<file path="src/rtl/fpu_pkg.sv">
// Shared FPU types and constants for the single-precision datapath.
// Holds field widths, special encodings and the packed result layout.
package fpu_pkg;

  localparam int EXP_W  = 8;
  localparam int MANT_W = 24;
  localparam int BIAS   = 127;

  localparam logic [EXP_W-1:0] EXP_MAX = 8'hFF;
  localparam logic [31:0]      QNAN    = 32'h7FC00000;

  typedef struct packed {
    logic              sign;
    logic [EXP_W-1:0]  exp;
    logic [MANT_W-2:0] frac;
  } fp32_t;

  typedef enum logic [1:0] {
    K_NORM,
    K_SUB,
    K_ZERO,
    K_SPEC
  } kind_e;

  // Left-shift amounts never exceed 23 for a 24-bit significand.
  function automatic logic [4:0] sat_sh(
    input logic [8:0] v
  );
    return (v > 9'd23) ? 5'd23 : v[4:0];
  endfunction

endpackage

</file>
<file path="src/rtl/fp_lshift24.sv">
// 24-bit logarithmic left barrel shifter, five levels, zero fill.
// Ports: a_i operand, sh_i shift amount (0..31), y_o shifted result.
module fp_lshift24 (
  input  logic [23:0] a_i,
  input  logic [4:0]  sh_i,
  output logic [23:0] y_o
);

  logic [23:0] l0;
  logic [23:0] l1;
  logic [23:0] l2;
  logic [23:0] l3;

  assign l0  = sh_i[0] ? {a_i[22:0], 1'b0}  : a_i;
  assign l1  = sh_i[1] ? {l0[21:0], 2'b0}   : l0;
  assign l2  = sh_i[2] ? {l1[19:0], 4'b0}   : l1;
  assign l3  = sh_i[3] ? {l2[15:0], 8'b0}   : l2;
  assign y_o = sh_i[4] ? {l3[7:0], 16'b0}   : l3;

endmodule

</file>
<file path="src/rtl/fp_normalize.sv">
// Two-stage normalizer: applies the leading-zero shift, clamps for
// subnormals and packs an IEEE-754 single word behind valid/ready.
// Ports: clk, rst (async high); in_* beat with in_valid/in_ready;
// out_* result with out_valid/out_ready plus zero/denorm flags.
module fp_normalize
  import fpu_pkg::*;
#(
  parameter int EXP_W  = 8,
  parameter int MANT_W = 24
) (
  input  logic              clk,
  input  logic              rst,
  input  logic              in_valid,
  output logic              in_ready,
  input  logic              in_sign,
  input  logic [EXP_W-1:0]  in_exp,
  input  logic [MANT_W-1:0] in_mant,
  input  logic [4:0]        in_lzc,
  output logic              out_valid,
  input  logic              out_ready,
  output logic [31:0]       out_result,
  output logic              out_zero,
  output logic              out_denorm
);

  logic s2_adv;
  logic s1_adv;

  logic              s1_valid_q;
  logic              s1_sign_q;
  logic [MANT_W-1:0] s1_mant_q;
  logic [4:0]        s1_sh_q;
  logic [EXP_W-1:0]  s1_exp_q;
  kind_e             s1_kind_q;

  logic              s2_valid_q;
  fp32_t             s2_res_q;
  logic              s2_zero_q;
  logic              s2_denorm_q;

  kind_e             kind_d;
  logic [4:0]        sh_d;
  logic [EXP_W-1:0]  exp_d;
  logic [8:0]        ediff;
  logic [8:0]        esub;

  logic [MANT_W-1:0] shifted;
  fp32_t             res_d;
  logic              zero_d;
  logic              denorm_d;
  logic              unused_bits;

  assign s2_adv   = ~s2_valid_q | out_ready;
  assign s1_adv   = ~s1_valid_q | s2_adv;
  assign in_ready = s1_adv & ~rst;

  // Both differences are non-negative on the paths that use them.
  assign ediff = {1'b0, in_exp} - {4'b0, in_lzc};
  assign esub  = {1'b0, in_exp} - 9'd1;

  always_comb begin
    kind_d = K_NORM;
    sh_d   = '0;
    exp_d  = '0;
    priority case (1'b1)
      (in_exp == EXP_MAX): kind_d = K_SPEC;
      (in_mant == '0 || in_lzc >= 5'd24): kind_d = K_ZERO;
      (in_exp == '0): kind_d = K_SUB;
      ({3'b0, in_lzc} < in_exp): begin
        kind_d = K_NORM;
        sh_d   = sat_sh({4'b0, in_lzc});
        exp_d  = ediff[EXP_W-1:0];
      end
      default: begin
        // Exponent would underflow: stop at the subnormal boundary.
        kind_d = K_SUB;
        sh_d   = sat_sh(esub);
      end
    endcase
  end

  fp_lshift24 u_shift (
    .a_i  (s1_mant_q),
    .sh_i (s1_sh_q),
    .y_o  (shifted)
  );

  always_comb begin
    res_d = '0;
    unique case (s1_kind_q)
      K_NORM: res_d = '{s1_sign_q, s1_exp_q, shifted[22:0]};
      K_SUB:  res_d = '{s1_sign_q, 8'h00, shifted[22:0]};
      K_ZERO: res_d = '{s1_sign_q, 8'h00, 23'h0};
      K_SPEC: begin
        if (s1_mant_q == '0)
          res_d = '{s1_sign_q, EXP_MAX, 23'h0};
        else
          res_d = QNAN;
      end
      default: res_d = '0;
    endcase
  end

  assign zero_d   = (res_d.exp == '0) && (res_d.frac == '0);
  assign denorm_d = (res_d.exp == '0) && (res_d.frac != '0);

  assign unused_bits = ^{ediff[8], shifted[23]};

  always_ff @(posedge clk or posedge rst) begin
    if (rst) begin
      s1_valid_q  <= 1'b0;
      s1_sign_q   <= 1'b0;
      s1_mant_q   <= '0;
      s1_sh_q     <= '0;
      s1_exp_q    <= '0;
      s1_kind_q   <= K_NORM;
      s2_valid_q  <= 1'b0;
      s2_res_q    <= '0;
      s2_zero_q   <= 1'b0;
      s2_denorm_q <= 1'b0;
    end else begin
      if (s1_adv)
        s1_valid_q <= in_valid;
      if (s1_adv && in_valid) begin
        s1_sign_q <= in_sign;
        s1_mant_q <= in_mant;
        s1_sh_q   <= sh_d;
        s1_exp_q  <= exp_d;
        s1_kind_q <= kind_d;
      end
      if (s2_adv)
        s2_valid_q <= s1_valid_q;
      if (s2_adv && s1_valid_q) begin
        s2_res_q    <= res_d;
        s2_zero_q   <= zero_d;
        s2_denorm_q <= denorm_d;
      end
    end
  end

  assign out_valid  = s2_valid_q;
  assign out_result = s2_res_q;
  assign out_zero   = s2_zero_q;
  assign out_denorm = s2_denorm_q;

endmodule

</file>
<file path="config.mk">
export PLATFORM = sky130hd
export DESIGN_NAME = fp_normalize
export DESIGN_NICKNAME = d
export VERILOG_FILES = /design/src/rtl/fpu_pkg.sv /design/src/rtl/fp_lshift24.sv /design/src/rtl/fp_normalize.sv
export SDC_FILE = /design/constraint.sdc
export NUM_CORES = 1
export LEC_CHECK = 0
export BUFFER_PORTS_ARGS = -buffer_cell sky130_fd_sc_hd__clkbuf_2
export CAP_MARGIN = 20
export CORE_MARGIN = 2
export CORE_UTILIZATION = 55
export CTS_BUF_LIST = sky130_fd_sc_hd__clkbuf_8
export DETAILED_ROUTE_END_ITERATION = 8
export GPL_ROUTABILITY_DRIVEN = 0
export GPL_TIMING_DRIVEN = 0
export PLACE_DENSITY = 0.87
export SLEW_MARGIN = 20
export SYNTH_ARGS = -nofsm -noshare
export SYNTH_HDL_FRONTEND = slang
export SYNTH_HIERARCHICAL = 1
export SYNTH_SLANG_ARGS = --single-unit
export TNS_END_PERCENT = 20
</file>
<file path="constraint.sdc">
create_clock -name clk -period 7.4 [get_ports clk]
set_input_delay 0.37 -clock clk [delete_from_list [all_inputs] [get_ports clk]]
set_output_delay 0.37 -clock clk [all_outputs]
set_load 0.005 [all_outputs]
</file>
======== Yosys cells after proc, flatten, opt, wreduce, memory -nomap -nowiden ========
Cells that the tools add are included.
storage, ports and cells
  flip-flop bits (word level) ............. 76
  bits of input ports ..................... 42
  output and inout port bits .............. 36
  logic and storage cells ................. 61
cells by class
  add/subtract/negate cells ............... 2
  $lt $le $gt $ge ......................... 4
  equal/unequal tests ..................... 4
  multiplexer cells ....................... 21
  bitwise gates (word level) .............. 6
  reduce and logical (&&, ||, !) cells .... 12
operators by type and width
  kind                                                                             count
  32-bit case mux with 4 select lines                                              1
  23-bit 2-to-1 mux                                                                5
  24-bit zero test                                                                 2
  32-bit 2-to-1 mux                                                                1
  8-bit 2-to-1 mux                                                                 4
  5-bit 2-to-1 mux                                                                 6
  23-bit zero test                                                                 1
  23-bit nonzero test                                                              1
  8-bit zero test                                                                  2
  9-bit by 5-bit greater-than comparator with 1-bit output, second input constant  1
  8-bit by 1-bit subtractor with 9-bit output, second input constant               1
  8-bit == test, second input constant                                             1
  5-bit by 8-bit < comparator with 1-bit output                                    1
  8-bit by 5-bit subtractor with 8-bit output                                      1
  5-bit >= comparator, second input constant                                       1
  5-bit greater-than comparator, second input constant                             1
  2-bit == test, second input constant                                             2
  1-bit logical AND                                                                4
  2-bit 2-to-1 mux                                                                 2
  1-bit inverter                                                                   3
  2-bit by 1-bit == test with 1-bit output, second input constant                  1
  2-bit zero test                                                                  1
  1-bit 2-to-1 mux                                                                 2
  1-bit bitwise OR                                                                 2
  2 further kinds                                                                  2

======== Longest topological paths before layout ========
  depth in word-level cells ............... 8
  mapped depth ............................ 11
  gate-level depth less buffers ........... 9

======== By module ========
The synthesis kept the hierarchy.
by module, submodules not included
  module        times used  cells each  area an instance (um2)  seq. area each (um2)
  fp_normalize  1           426         3849.9                  1901.8
  fp_lshift24   1           125         1124.8                  0.0

======== Least setup slack after synthesis ========
Ideal clock, no wire load.
  path kind ............................... input to output
  from .................................... input rst
  to ...................................... output in_ready
  arrival ................................. 2.262 ns
  data required time ...................... 7.030 ns
  path slack .............................. 4.768 ns
  cell stages on the path ................. 2
  buffers on the path ..................... 0
  cell sequence ........................... inv_1 -> and2_1
on the way
  word-level cells in the longest chain between the ends .. 2
ends and longest elaborated chain
  what             line                text
  start, declared  fp_normalize.sv:12  input logic rst,
  1-bit inverter   fp_normalize.sv:55  assign in_ready = s1_adv & ~rst;
  1-bit AND        fp_normalize.sv:55
  end, declared    fp_normalize.sv:14  output logic in_ready,
Every way passes these cells.

======== Worst setup path in the final report ========
  from .................................... register s1_sh_q[0]
  to ...................................... register s2_zero_q (netlist: out_zero)
on the way
  word-level cells in the longest chain between the ends .. 8
ends and longest elaborated chain
  what                                 line                 text
  start, declared                      fp_normalize.sv:32   logic [4:0] s1_sh_q;
  start signal, assigned               fp_normalize.sv:114  s1_sh_q <= '0;
  start signal, assigned               fp_normalize.sv:127  s1_sh_q <= sh_d;
  23-bit 2-to-1 mux                    fp_lshift24.sv:14    assign l0 = sh_i[0] ? {a_i[22:0], 1'b0} : a_i;
  23-bit 2-to-1 mux                    fp_lshift24.sv:15    assign l1 = sh_i[1] ? {l0[21:0], 2'b0} : l0;
  23-bit 2-to-1 mux                    fp_lshift24.sv:16    assign l2 = sh_i[2] ? {l1[19:0], 4'b0} : l1;
  23-bit 2-to-1 mux                    fp_lshift24.sv:17    assign l3 = sh_i[3] ? {l2[15:0], 8'b0} : l2;
  23-bit 2-to-1 mux                    fp_lshift24.sv:18    assign y_o = sh_i[4] ? {l3[7:0], 16'b0} : l3;
  named net shifted[19]                fp_normalize.sv:47   logic [MANT_W-1:0] shifted;
  32-bit case mux with 4 select lines  fp_normalize.sv:90   unique case (s1_kind_q)
  23-bit zero test                     fp_normalize.sv:104  assign zero_d = (res_d.exp == '0) && (res_d.frac == '0);
  1-bit logical AND                    fp_normalize.sv:104
  end signal, assigned                 fp_normalize.sv:135  s2_zero_q <= zero_d;
  end, declared                        fp_normalize.sv:38   logic s2_zero_q;
The timed path passes the listed nets, and every way through them passes these cells.
A chain may end at the register's enable or synchronous reset.

==> flow_metrics.py <==
metrics = {
    "clock_network": {
        "clock-sinks": 76,
        "cts.path.max_buffers": 2,
        "numCtsBuffers": 9,
        "postCtsSetupBuffers": 0,
        "cts_tree": "built",
        "cts_root_buf": "clkbuf_8",
        "cts.clk_slew.worst_paths_ns": 0.09,
        "htree_levels": 3,
        "insertion_delay_ns": 0.37,
    },
    "global_route": {
        "antenna_found_initial": 0,
        "overflow": 0,
        "grt_max_degree": 56,
        "grt_pass1_vias": 4285,
        "grt_use_total_pct": 26.26,
        "grt_first_pass_wirelength_um": 20620,
        "grt_util_met2_pct": 42.28,
        "grt_most_used_layer": "met2",
        "use_met3_pct": 4.539,
        "met1_usage_pct": 35.84,
    },
    "setup_path": {
        "cp-end-kind": "flop",
        "critPathArrivalTime_ns": 3.20,
        "path_class": "flop to flop",
        "required_ns": 7.66,
        "cp_max_fo": 10,
        "worstSetupStartpointType": "flop",
    },
    "die": {
        "die_w_um": 98.70,
        "coreArea_um2": 8721,
        "num_rows": 34,
        "pin_count": 78,
        "dieArea_um2": 9741,
        "initial_core_util_pct": 56.56,
        "die_y_um": 98.70,
    },
    "pwr": {
        "cellPowerDensity_nw_per_um2": 240.2,
        "p_leak_uw": 0.002597,
        "peakVddDrop_v": 0.0001224,
    },
    "final_layout": {
        "num-fill-cells": 688,
        "multi_input_area_um2": 2755,
        "fin_nets": 686,
        "final_cells": 748,
        "diodes": 0,
        "area_delta_synth_final_pct": 15.30,
        "drive_above_1_share_pct": 22.66,
        "seq_area_um2": 1902,
    },
    "logic_synthesis": {
        "syn_inst": 546,
        "syn_nets": 597,
        "avgSynthCellArea_um2": 9.033,
        "syn_area_um2": 4932,
        "yosysWarnings": 6,
    },
    "placed_design": {
        "io_buffer_count": 76,
        "place_inst": 731,
        "dp_hpwl_um": 9667,
    },
    "routing": {
        "vias_per_cell": 6.102,
        "drc_errors": 0,
        "dr.pass1.iters": 5,
        "wl_um": 12410,
        "avgRoutedWirePerCell_um": 16.58,
        "num_vias": 4564,
        "drtAntennaViolNets": 0,
        "drt_iter0_drc": 427,
    },
    "timing": {
        "fin_crit_ns": 2.933,
        "tns_ns": 0,
        "period_share_pct": 39.64,
        "drv_slew": 0,
        "final-hold-violation-count": 0,
        "setup_viol": 0,
        "fin_worst_skew_ns": 0.01210,
        "rsz0062_at_grt": "no",
        "relSlewSlack_pct": 67.16,
        "max_slew.worst_pin.slew_ns": 0.4926,
        "fmax_ghz": 0.3409,
    },
    "worst_hold_path": {
        "min_path_type": "primary input to flop",
    },
    "flow_run": {
        "drv_cap": 0,
    },
    "outcome": {
        "status": "finished, final reports clean",
    },
}
## sequential cells by signal (all words and copies together) (netlist names)
| register | cells |
|---|---|
| s1_valid_q | 1 |
| s1_exp_q | 8 |
| out_valid | 1 |
| s1_sh_q | 5 |
| out_result | 32 |
| s1_mant_q | 24 |
| s1_kind_q | 2 |
| out_zero | 1 |
| out_denorm | 1 |
| s1_sign_q | 1 |
## metal layers
metal / routed length [um] / vias up
li1: - / 2130
met4: 420 / 0
met5: 0 / -
met1: 5385 / 2131
met2: 5699 / 255
met3: 900 / 48
## where the power goes
group | leakage (uW) | total, uW | switching (uW) | internal [uW]
clock network | 0.0000976 | 323 | 166 | 157
logic | 0.00153 | 491 | 271 | 220
registers | 0.000968 | 552 | 64.0 | 488
## worst paths after layout
kind                           startpoint              to  slack [ns]  cells past startpoint
max in group asynchronous             rst   s1_mant_q[21]        6.34                      4
min in group asynchronous             rst   out_result[1]        0.51                      3
hold reg to reg            out_result[10]  out_result[10]        0.48                      2
setup / recovery               s1_sh_q[0]        out_zero        4.47                     10
hold / removal                in_mant[20]   s1_mant_q[20]        0.20                      3
setup reg to reg               s1_sh_q[0]        out_zero        4.47                     10
## layout make-up
cell class	count	share of cell area, %
repair buffers	78	7.349
plain buffers	36	3.982
clock inverters	7	1.320
well taps	108	2.376
clock buffers	9	2.178
inverters	13	0.9021
flip-flops and latches	76	33.44
multi-input cells	421	48.45
## metrics by stage
stage / hold slack (ns) / setup WS [ns] / power [uW] / util (%) / instance area (um^2)
final: 0.2045 / 4.467 / 1366 / 65.21 / 5687
after global routing: 0.2200 / 4.311 / 1442 / 65.21 / 5687
after CTS: 0.2078 / 4.487 / 1359 / 65.21 / 5687
after detailed placement: 0.3432 / 4.483 / 1038 / 62.81 / 5478
after global placement: 0.4627 / 4.115 / 1013 / 62.47 / 5448
after floorplan: 0.4455 / 4.768 / 878.4 / - / 4932
## timing repair
| item | CTS | global route |
|---|---|---|
| resized for setup | 0 | 0 |
| hold endpoints to repair | 22 | 0 |
| hold buffers | 1 | 0 |
## worst max-delay path, stage by stage (launching register included)
cell,delay [ns]
dfrtp_1,0.48
buf_6,0.22
mux4_2,0.54
mux2_2,0.30
nand2_1,0.07
o221ai_1,0.19
nor4_1,0.34
nand4_1,0.16
nor2_1,0.19
nor2_1,0.06
o41ai_1,0.29
## placed cells by master, fill, tap and decap left out, drive strengths merged, types with 3 or more instances in the layout
master and n:
nand2b 26, o211ai 5, o31ai 7, nor3 8
o21a 6, a21oi 16, buf 18, nand4 4
a211oi 9, inv 16, dfrtp 76, o221ai 5
mux2 8, mux2i 20, xor2 3, nand3b 3
nor4 21, ha 8, clkbuf 104, mux4 14
nor2b 4, and2 5, nor2 32, o21ai 39
or2 3, nand2 137, o41ai 3, a22o 6
No activity file was read; power rests on OpenSTA's default activity.
